==> src/rtl/elevator_scheduler.sv <==
// LOOK-policy call scheduler: picks the car's next target floor from latched calls,
// handshakes with the car FSM and returns per-floor clear pulses for served calls.
module elevator_scheduler #(
   parameter int FLOORS  = 8,
   parameter int FLOOR_W = 3
) (
   input  logic               clk,
   input  logic               reset,
   input  logic [FLOORS-1:0]  req_in,
   input  logic [FLOORS-1:0]  req_up,
   input  logic [FLOORS-1:0]  req_down,
   input  logic [FLOOR_W-1:0] cur_floor,
   input  logic               arrive,
   input  logic               door_done,
   output logic               tgt_valid,
   output logic [FLOOR_W-1:0] tgt_floor,
   output logic [1:0]         dir,
   output logic [FLOORS-1:0]  clr_in,
   output logic [FLOORS-1:0]  clr_up,
   output logic [FLOORS-1:0]  clr_down
);

   typedef enum logic [1:0] {ST_IDLE, ST_UP, ST_DOWN, ST_SERVE} state_t;
   typedef enum logic [1:0] {DIR_IDLE = 2'd0, DIR_DOWN = 2'd1, DIR_UP = 2'd2} dir_t;

   state_t              state, state_n;
   dir_t                dir_q, dir_n;
   logic                tgt_valid_n;
   logic [FLOOR_W-1:0]  tgt_floor_n;
   logic [FLOORS-1:0]   clr_in_n, clr_up_n, clr_down_n;

   logic [FLOORS-1:0]   pend, above, below;
   logic                here, any_above, any_below, arrive_ok;
   logic                up_near_vld, dn_near_vld;
   logic [FLOOR_W-1:0]  up_near, up_far, dn_near, dn_far, up_tgt, dn_tgt;

   assign pend = req_in | req_up | req_down;

   // NOTE: every combinational output gets a default before any branch, so no latch is inferred.
   always_comb begin
      above = '0;
      below = '0;
      for (int i = 0; i < FLOORS; i++) begin
         above[i] = pend[i] && (i > int'(cur_floor));
         below[i] = pend[i] && (i < int'(cur_floor));
      end
   end

   assign here      = pend[cur_floor];
   assign any_above = |above;
   assign any_below = |below;

   // Ascending scan: the last hit is the highest matching floor.
   always_comb begin
      up_far      = '0;
      dn_near     = '0;
      dn_near_vld = 1'b0;
      for (int i = 0; i < FLOORS; i++) begin
         if (above[i] && req_down[i])
            up_far = FLOOR_W'(i);
         if (below[i] && (req_in[i] || req_down[i])) begin
            dn_near     = FLOOR_W'(i);
            dn_near_vld = 1'b1;
         end
      end
   end

   // Descending scan: the last hit is the lowest matching floor.
   always_comb begin
      up_near     = '0;
      up_near_vld = 1'b0;
      dn_far      = '0;
      for (int i = FLOORS - 1; i >= 0; i--) begin
         if (above[i] && (req_in[i] || req_up[i])) begin
            up_near     = FLOOR_W'(i);
            up_near_vld = 1'b1;
         end
         if (below[i] && req_up[i])
            dn_far = FLOOR_W'(i);
      end
   end

   // Calls travelling our way come first; otherwise the furthest opposite call is the turnaround.
   assign up_tgt = up_near_vld ? up_near : up_far;
   assign dn_tgt = dn_near_vld ? dn_near : dn_far;

   assign arrive_ok = arrive && tgt_valid && (cur_floor == tgt_floor);

   function automatic dir_t pick_dir(input dir_t d, input logic a, input logic b);
      dir_t r;
      r = DIR_IDLE;
      case (d)
         DIR_UP:   r = a ? DIR_UP   : (b ? DIR_DOWN : DIR_IDLE);
         DIR_DOWN: r = b ? DIR_DOWN : (a ? DIR_UP   : DIR_IDLE);
         default:  r = a ? DIR_UP   : (b ? DIR_DOWN : DIR_IDLE);
      endcase
      return r;
   endfunction

   always_comb begin
      state_n     = state;
      dir_n       = dir_q;
      tgt_valid_n = tgt_valid;
      tgt_floor_n = tgt_floor;
      clr_in_n    = '0;
      clr_up_n    = '0;
      clr_down_n  = '0;

      unique case (state)
         ST_IDLE: begin
            if (arrive_ok) begin
               state_n     = ST_SERVE;
               tgt_valid_n = 1'b0;
               dir_n       = pick_dir(DIR_IDLE, any_above, any_below);
            end else if (here) begin
               tgt_valid_n = 1'b1;
               tgt_floor_n = cur_floor;
               dir_n       = DIR_IDLE;
            end else if (any_above) begin
               state_n     = ST_UP;
               tgt_valid_n = 1'b1;
               tgt_floor_n = up_tgt;
               dir_n       = DIR_UP;
            end else if (any_below) begin
               state_n     = ST_DOWN;
               tgt_valid_n = 1'b1;
               tgt_floor_n = dn_tgt;
               dir_n       = DIR_DOWN;
            end else begin
               tgt_valid_n = 1'b0;
               dir_n       = DIR_IDLE;
            end
         end

         ST_UP: begin
            if (arrive_ok) begin
               state_n     = ST_SERVE;
               tgt_valid_n = 1'b0;
               dir_n       = pick_dir(dir_q, any_above, any_below);
            end else if (!any_above) begin
               state_n     = ST_IDLE;
               tgt_valid_n = 1'b0;
               dir_n       = DIR_IDLE;
            end else begin
               tgt_valid_n = 1'b1;
               tgt_floor_n = up_tgt;
               dir_n       = DIR_UP;
            end
         end

         ST_DOWN: begin
            if (arrive_ok) begin
               state_n     = ST_SERVE;
               tgt_valid_n = 1'b0;
               dir_n       = pick_dir(dir_q, any_above, any_below);
            end else if (!any_below) begin
               state_n     = ST_IDLE;
               tgt_valid_n = 1'b0;
               dir_n       = DIR_IDLE;
            end else begin
               tgt_valid_n = 1'b1;
               tgt_floor_n = dn_tgt;
               dir_n       = DIR_DOWN;
            end
         end

         ST_SERVE: begin
            // tgt_valid is low here, so a coincident arrive can never pre-empt door_done.
            if (door_done) begin
               dir_n = pick_dir(dir_q, any_above, any_below);
               case (dir_n)
                  DIR_UP: begin
                     state_n     = ST_UP;
                     tgt_valid_n = 1'b1;
                     tgt_floor_n = up_tgt;
                  end
                  DIR_DOWN: begin
                     state_n     = ST_DOWN;
                     tgt_valid_n = 1'b1;
                     tgt_floor_n = dn_tgt;
                  end
                  default: begin
                     state_n     = ST_IDLE;
                     tgt_valid_n = 1'b0;
                  end
               endcase
            end
         end

         default: begin
            state_n     = ST_IDLE;
            tgt_valid_n = 1'b0;
            dir_n       = DIR_IDLE;
         end
      endcase

      // Hall calls are only absorbed when the car will leave in their direction (or has none).
      if (state_n == ST_SERVE) begin
         clr_in_n[cur_floor]   = req_in[cur_floor];
         clr_up_n[cur_floor]   = req_up[cur_floor] && (dir_n != DIR_DOWN);
         clr_down_n[cur_floor] = req_down[cur_floor] && (dir_n != DIR_UP);
      end
   end

   // NOTE: sequential state uses non-blocking assignments so every register samples pre-edge values.
   always_ff @(posedge clk or posedge reset) begin
      if (reset) begin
         state     <= ST_IDLE;
         dir_q     <= DIR_IDLE;
         tgt_valid <= 1'b0;
         tgt_floor <= '0;
         clr_in    <= '0;
         clr_up    <= '0;
         clr_down  <= '0;
      end else begin
         state     <= state_n;
         dir_q     <= dir_n;
         tgt_valid <= tgt_valid_n;
         tgt_floor <= tgt_floor_n;
         clr_in    <= clr_in_n;
         clr_up    <= clr_up_n;
         clr_down  <= clr_down_n;
      end
   end

   assign dir = dir_q;

endmodule
==> config.mk <==
export PLATFORM = sky130hd
export DESIGN_NAME = elevator_scheduler
export DESIGN_NICKNAME = d
export VERILOG_FILES = /design/src/rtl/elevator_scheduler.sv
export SDC_FILE = /design/constraint.sdc
export NUM_CORES = 1
export LEC_CHECK = 0
export ABC_AREA = 1
export CORE_MARGIN = 2
export CORE_UTILIZATION = 55
export CTS_CLUSTER_SIZE = 40
export DETAILED_ROUTE_END_ITERATION = 7
export PLACE_DENSITY = 0.87
export SLEW_MARGIN = 25
export SYNTH_ARGS = -nofsm -noshare
export SYNTH_HDL_FRONTEND = slang
export SYNTH_SLANG_ARGS = --single-unit
==> constraint.sdc <==
create_clock -name clk -period 2.3 [get_ports clk]
set_input_delay 0.69 -clock clk [delete_from_list [all_inputs] [get_ports clk]]
set_output_delay 0.69 -clock clk [all_outputs]
set_load 0.02 [all_outputs]
==> flow_summary.yaml, run 1 <==
die:
  row_count: 25
  ioPinCount: 61
  die_w_um: 73.0
  initial_core_util_pct: 56.2
  die_h_um: 73.0
placed_design:
  gp_congestion: 1.18
  dp.cells: 632
  port_buffers: 60
  dp_hpwl_mm: 7.59
synth:
  synth_top_cell_by_area: "dfrtp_1"
  synth_cells: 424
  yosysTopAreaCellShare_pct: 30.5
  ys_ff_latch: 32
  synth_nets: 455
  ys_seq_area_share_pct: 30.5
  yosysWarnings: 0
  synth_area_leaders: "dfrtp_1 31%, nand2_1 20%, nor2_1 10%"
  synth.distinct_cells: 37
  syn_area_per_cell_um2: 6.18
  syn_area_mm2: 0.00262
sta:
  worstEndpointGrtRepair: "clr_up[6]$_DFF_PP0_/D"
  worstEpCategory: "register input"
clock_tree:
  cts_buffers: 5
  clockRootBuffer: "clkbuf_8"
  hold_buffers: 0
  htree_levels: 2
  clock_path_buffers: 2
  clock-sinks: 32
status:
  error: "[ERROR DPL-0038] Utilization greater than 100%, impossible to legalize"
  status: "aborted with a tool error"
  stop_stage: "global routing (5_1_grt)"
global_routing:
  grt_max_degree: 33
-- Yosys cell counts, drive strengths merged --
cell	instances
nand2	161
nor2	77
inv	52
nand3	37
dfrtp	32
o21ai	19
a21oi	10
nand4	6
nor3	6
a31oi	3
buf	3
a2111oi	2
clkinv	2
nand3b	2
o2111ai	2
a21boi	1
a21o	1
a22o	1
a41oi	1
and2	1
nor4	1
o211ai	1
o21bai	1
o31ai	1
or2	1
-- per-stage QoR --
step	area, um2	hold slack, ns	worst slack [ns]	TNS, ns
after floorplan	2620	0.637	0.107	0
after global placement	3990	0.554	-0.548	-13.27
after detailed placement	3990	0.560	-0.771	-17.22
after CTS	4190	0.579	0.00306	0
-- what timing repair did --
| action | 4_1_cts |
|---|---|
| setup buffers | 3 |
| resized for setup | 56 |
| setup endpoints to repair | 29 |
| pin swaps | 31 |
| hold endpoints to repair | 0 |
-- kinds of logic after synthesis --
group	Yosys count	share of synthesized area, %
simple gates	292	50.7
flops	32	30.5
compound gates	43	9.93
buf+inv	57	8.78
==> run 2: changes to the inputs <==
- CORE_UTILIZATION: 55 -> 40
- CTS_CLUSTER_SIZE: 40 -> unset
- PLACE_DENSITY: 0.87 -> unset
- PLACE_DENSITY_LB_ADDON: unset -> 0.15
==> run 2 against run 1 <==
  * The flow now finishes without violations
  * Area after synthesis unchanged
  * Synthesized cell count unchanged
==> flow_summary.yaml, run 2 <==
drt:
  viasPerCell: 5.18
  wl_mm: 10.3
  wl_per_cell_um: 15.0
  dr.pass1.iters: 4
  drt_iter0_drc: 205
  vias: 3561
  drc: 0
  ant_nets: 0
sta:
  slew_violations: 0
  period_minus_slack_ns: 2.24
  fin_crit_sh_pct: 97.4
  relSlewSlack_pct: 66.0
  tns_ns: 0
  fmax_mhz: 446
  finalSetupViolCount: 0
  hold_viol_final: 0
  worstMarginPinSlew_ns: 0.504
  skew_ns: 0.0101
clock_tree:
  clock-sinks: 32
  cts_buffers: 5
  htree_levels: 2
  clock_path_buffers: 2
  hold_buffers: 0
  insertion_delay_ns: 0.30
  cts_tree: "built"
  clockRootBuffer: "clkbuf_8"
  cts.clk_slew.worst_paths_ns: 0.08
synth:
  ys_ff_latch: 32
  async_flop_share_pct: 100
  synth_cells: 424
  yosysMostFrequentCell: "nand2_1"
  syn_area_mm2: 0.00262
  synth.distinct_cells: 37
  yosysWarnings: 0
  synth-edff-count: 0
  synth-xor-area-share_pct: 0
  synth_area_leaders: "dfrtp_1 31%, nand2_1 20%, nor2_1 10%"
  yosysTopAreaCellShare_pct: 30.5
  yosys.area_share.simple_pct: 50.7
  syn_area_per_cell_um2: 6.18
  synth_flop_cell: "dfrtp_1"
  synthAdderAreaFrac_pct: 0
  synth_top_family_by_area: "simple AND/OR/NAND/NOR gates"
  synth_nets: 455
  ys_seq_area_share_pct: 30.5
  synthTopCellsByCount: "143 x nand2_1, 71 x nor2_1, 46 x inv_1"
  synth_top_cell_by_area: "dfrtp_1"
  synth_compound_area_share_pct: 9.93
  synth.area.mux_share_pct: 0
placed_design:
  port_buffers: 60
  gp_congestion: 1.02
  dp_hpwl_mm: 7.94
finish:
  syn_to_final_growth_pct: 73.9
  fin_nets: 641
  layout_commonest_cell: "nand2_1"
  antenna_cells: 0
  utilization_pct: 71.8
  drive_above_1_share_pct: 38.6
  final_cell_mix: "131 x nand2_1, 119 x buf_4, 47 x nor2_1"
  reg.largest.list: "clr_down x8, clr_in x8, clr_up x8"
die:
  ioPinCount: 61
  coreArea_mm2: 0.00635
  die_w_um: 85.0
  initial_core_util_pct: 41.3
  row_count: 29
  die_h_um: 85.0
  dieArea_mm2: 0.00722
power_and_ir_drop:
  ir_drop_mv: 0.790
  leakage_nw: 2.48
  power.density_mw_per_mm2: 639
  total_power_mw: 2.91
setup_path:
  worstSetupEndpointType: "flip-flop"
  cp.required_ns: 2.52
  crit_type: "primary input to flip-flop"
  crit_arrival_ns: 2.46
  start_kind: "primary input"
  path_max_fanout: 8
global_routing:
  grt_pass1_vias: 3469
  grtUsageTotal_pct: 28.6
  grt_max_degree: 33
  grt_overflow: 0
  grt_pass1_wl_mm: 16.2
  grt_antenna_before_repair: 0
min_path:
  holdCritPathClass: "flip-flop to flip-flop"
status:
  status: "complete, no violations"
flow_run:
  max_cap_viol_count: 0
[run 2: logic make-up (layout without fill, tap and decap cells)]
kind of cell | Yosys count | count (layout)
AND/OR/NAND/NOR | 292 | 292
buffers and inverters | 57 | 244
AO/OA/AOI/OAI | 43 | 43
flip-flops | 32 | 32
[run 2: layout make-up]
cell class	count	area, um2
Multi-Input combinational cell	335	1820
Fill cell	565	1790
Timing Repair Buffer	182	1520
Sequential cell	32	801
Inverter	54	208
Tap cell	77	96.3
Clock buffer	5	68.8
Clock inverter	3	42.5
[run 2: where the power goes]
part / switching (mW) / internal, mW
Sequential: 0.0878 / 0.646
Combinational: 0.961 / 0.663
Clock: 0.235 / 0.321
[run 2: what timing repair did]
action | 4_1_cts | 5_1_grt
gates resized for setup | 58 | 59
pin swaps | 28 | 22
setup buffers | 12 | 2
endpoints found under the setup margin | 31 | 23
[run 2: routing by layer]
metal  share of wire [%]  wire length (um)  track usage (%)  up-vias
met2                  48              4980             48.2      137
met3                 5.6               578             3.70       27
met4                 3.5               362             11.1        0
met5                   0                 0                0        -
li1                    -                 -                -     1727
met1                  43              4400             37.1     1670
[run 2: final timing paths]
check	start	end	slack [ns]	cells after the start
worst min register to register	tgt_floor[1]	tgt_floor[1]	0.60	2
worst min-delay path	tgt_floor[1]	tgt_floor[1]	0.60	2
max in group asynchronous	reset	clr_in[1]	1.21	3
worst max register to register	state[0]	tgt_floor[0]	0.40	7
worst max-delay path	arrive	clr_down[1]	0.06	11
min in group asynchronous	reset	clr_up[3]	0.79	3
[run 2: per-stage QoR]
stage	instance area [um2]	hold slack, ns	setup WS [ns]	instances
finish	4560	0.598	0.0601	688
global route	4560	0.631	-0.0447	688
CTS	4400	0.599	0.000337	686
detailed placement	4100	0.583	-0.673	666
global placement	4100	0.577	-0.663	666
floorplan	2620	0.637	0.107	424
[run 2: critical path: stages]
cell             delay (ns)
clkdlybuf4s50_1        0.45
nand2_1                0.08
nor3_2                 0.25
nand2_2                0.16
o21bai_1               0.28
nand2_2                0.15
nand2_2                0.09
nor2_2                 0.04
nand2_2                0.07
nand2_4                0.09
nor2_2                 0.12
No activity file was read; power rests on OpenSTA's default activity.
==> run 3: changes to the inputs <==
- SETUP_SLACK_MARGIN: unset -> 0.2
- clock period: 2.3 -> 2.4 ns (I/O delays scaled with it)
==> run 3 against run 2 <==
  * Non-clock buffer count grew 17
  * Register-to-register slack better by 0.17 ns
  * Flip-flop and latch count unchanged
  * Core utilization grew 5.5 points
  * Critical path type unchanged
  * Largest cell class unchanged
==> flow_summary.yaml, run 3 (synthesis gave the netlist of run 2 again) <==
power_and_ir_drop:
  sw_frac_of_total_pct: 43.3
  seqPwrFrac_pct: 24.1
  ir_drop_mv: 0.775
  power_frac_comb_pct: 58.1
  power.density_mw_per_mm2: 595
  clockPowerShare_pct: 17.8
  p_sw_mw: 1.26
  p_int_mw: 1.66
  leakage_nw: 2.56
  total_power_mw: 2.92
sta:
  fin_crit_sh_pct: 91.0
  fmax_mhz: 458
  grt_setup_unrepaired: "yes"
  relSlewSlack_pct: 70.2
  worstMarginPinSlew_ns: 0.446
  holdWs_ns: 0.580
  finalWorstSetupSlack_ns: 0.217
  skew_ns: 0.0120
  period_minus_slack_ns: 2.18
  hold_viol_final: 0
  finalSetupViolCount: 0
  slew_violations: 0
flow_run:
  max_cap_viol_count: 0
die:
  coreArea_mm2: 0.00635
  ioPinCount: 61
  die_w_um: 85.0
  dieArea_mm2: 0.00722
  initial_core_util_pct: 41.3
  row_count: 29
  die_h_um: 85.0
min_path:
  whs_endpoint: "tgt_floor[2]"
  holdCritPathClass: "flip-flop to flip-flop"
  min-delay-start: "tgt_floor[2]"
  hold-path-cell-count: 2
setup_path:
  r2r_end: "clr_up[3]"
  r2r_start: "tgt_floor[0]"
  crit_arrival_ns: 2.36
  path_max_fanout: 8
  crit_type: "primary input to flip-flop"
  start_kind: "primary input"
  r2r_cells: 14
  reg2reg_slack_ns: 0.57
  worstSetupEndpointType: "flip-flop"
  cp.required_ns: 2.57
global_routing:
  grtUsageTotal_pct: 27.4
  grt_overflow: 0
  grt_pass1_wl_mm: 15.9
  grt_max_degree: 25
  grt_pass1_vias: 3424
  grt_antenna_before_repair: 0
drt:
  viasPerCell: 5.05
  ant_nets: 0
  vias: 3557
  drt_iter0_drc: 249
  drc: 0
  wl_mm: 10.6
  wl_per_cell_um: 15.0
  dr.pass1.iters: 5
placed_design:
  place_ws_ns: -0.619
  gp_congestion: 1.01
  dp_hpwl_mm: 7.67
  port_buffers: 60
finish:
  utilization_pct: 77.3
  reg.largest.list: "clr_down x8, clr_in x8, clr_up x8"
  fin_nets: 658
  multi_input_area_mm2: 0.00199
  antenna_cells: 0
  drive_above_1_share_pct: 44.9
  final_cell_mix: "125 x buf_4, 120 x nand2_1, 44 x nor2_1"
  layout_commonest_cell: "buf_4"
  n_fill_cell: 488
  syn_to_final_growth_pct: 87.2
  regArea_um2: 801
status:
  status: "complete, no violations"
clock_tree:
  clock-sinks: 32
  cts_tree: "built"
  clockRootBuffer: "clkbuf_8"
  cts.clk_slew.worst_paths_ns: 0.08
  insertion_delay_ns: 0.28
  clock_path_buffers: 2
  hold_buffers: 0
  htree_levels: 2
  cts_buffers: 5
-- run 3: cell types whose count changed in the layout (fill, tap and decap cells not counted), moves of 7 or more --
cell and delta:
nor2_2 -10, nand2_1 -11, nor2_4 +13, dlymetal6s2s_1 -8, clkbuf_2 +9, buf_6 +7
-- run 3: how the worst max path moves through the flow --
stage	slack, ns	start	endpoint
after floorplan	0.21	cur_floor[1]	clr_down[6]
after global routing	0.12	cur_floor[2]	clr_down[7]
after global placement	-0.61	cur_floor[1]	clr_up[1]
after detailed placement	-0.62	cur_floor[1]	tgt_floor[0]
after CTS	0.20	req_down[1]	clr_up[0]
final	0.22	cur_floor[0]	clr_up[3]
-- run 3: power groups by stage --
stage | sequential (mW) | combinational (mW) | clock [mW]
4_1_cts | 0.700 | 1.47 | 0.529
5_1_grt | 0.710 | 1.83 | 0.555
2_1_floorplan | 0.759 | 0.726 | 0
6_report | 0.705 | 1.70 | 0.520
3_5_place_dp | 0.711 | 1.37 | 0
3_3_place_gp | 0.707 | 1.35 | 0
-- run 3: final cells by class --
cell class | count | area share, %
clock inverter | 3 | 0.867
sequential | 32 | 16.3
inverter | 54 | 4.59
clock buffer | 5 | 1.40
multi-input combinational | 335 | 40.6
tap | 77 | 1.96
timing repair buffer | 199 | 34.2
-- run 3: critical path, cell delays in order --
cell	delay, ns
clkbuf_4	0.17
inv_2	0.07
buf_8	0.15
nor3_4	0.18
nand2_1	0.10
nand2_2	0.08
nor2_1	0.05
nand2_2	0.12
nand2_2	0.10
nand3_1	0.12
nand3_2	0.14
inv_2	0.11
nand2_4	0.06
nand2_8	0.13
nor2_4	0.05
-- run 3: per-stage QoR --
stage / setup TNS, ns / area [um2] / cells
2_1_floorplan: 0 / 2630 / 424
3_3_place_gp: -14.32 / 4140 / 668
3_5_place_dp: -14.87 / 4140 / 668
4_1_cts: 0 / 4560 / 693
5_1_grt: 0 / 4910 / 705
6_report: 0 / 4910 / 705
-- run 3: timing repair --
action | CTS | global route
hold endpoints to repair | 0 | 0
resized for setup | 106 | 114
pin swaps | 44 | 57
setup buffers | 17 | 12
endpoints found under the setup margin | 32 | 21
-- run 3: routing by layer --
metal  wire length (um)  global-route usage, %
met2               5270                   47.7
met3                616                   2.92
met5                  0                      0
met1               4360                   35.5
met4                313                   9.38
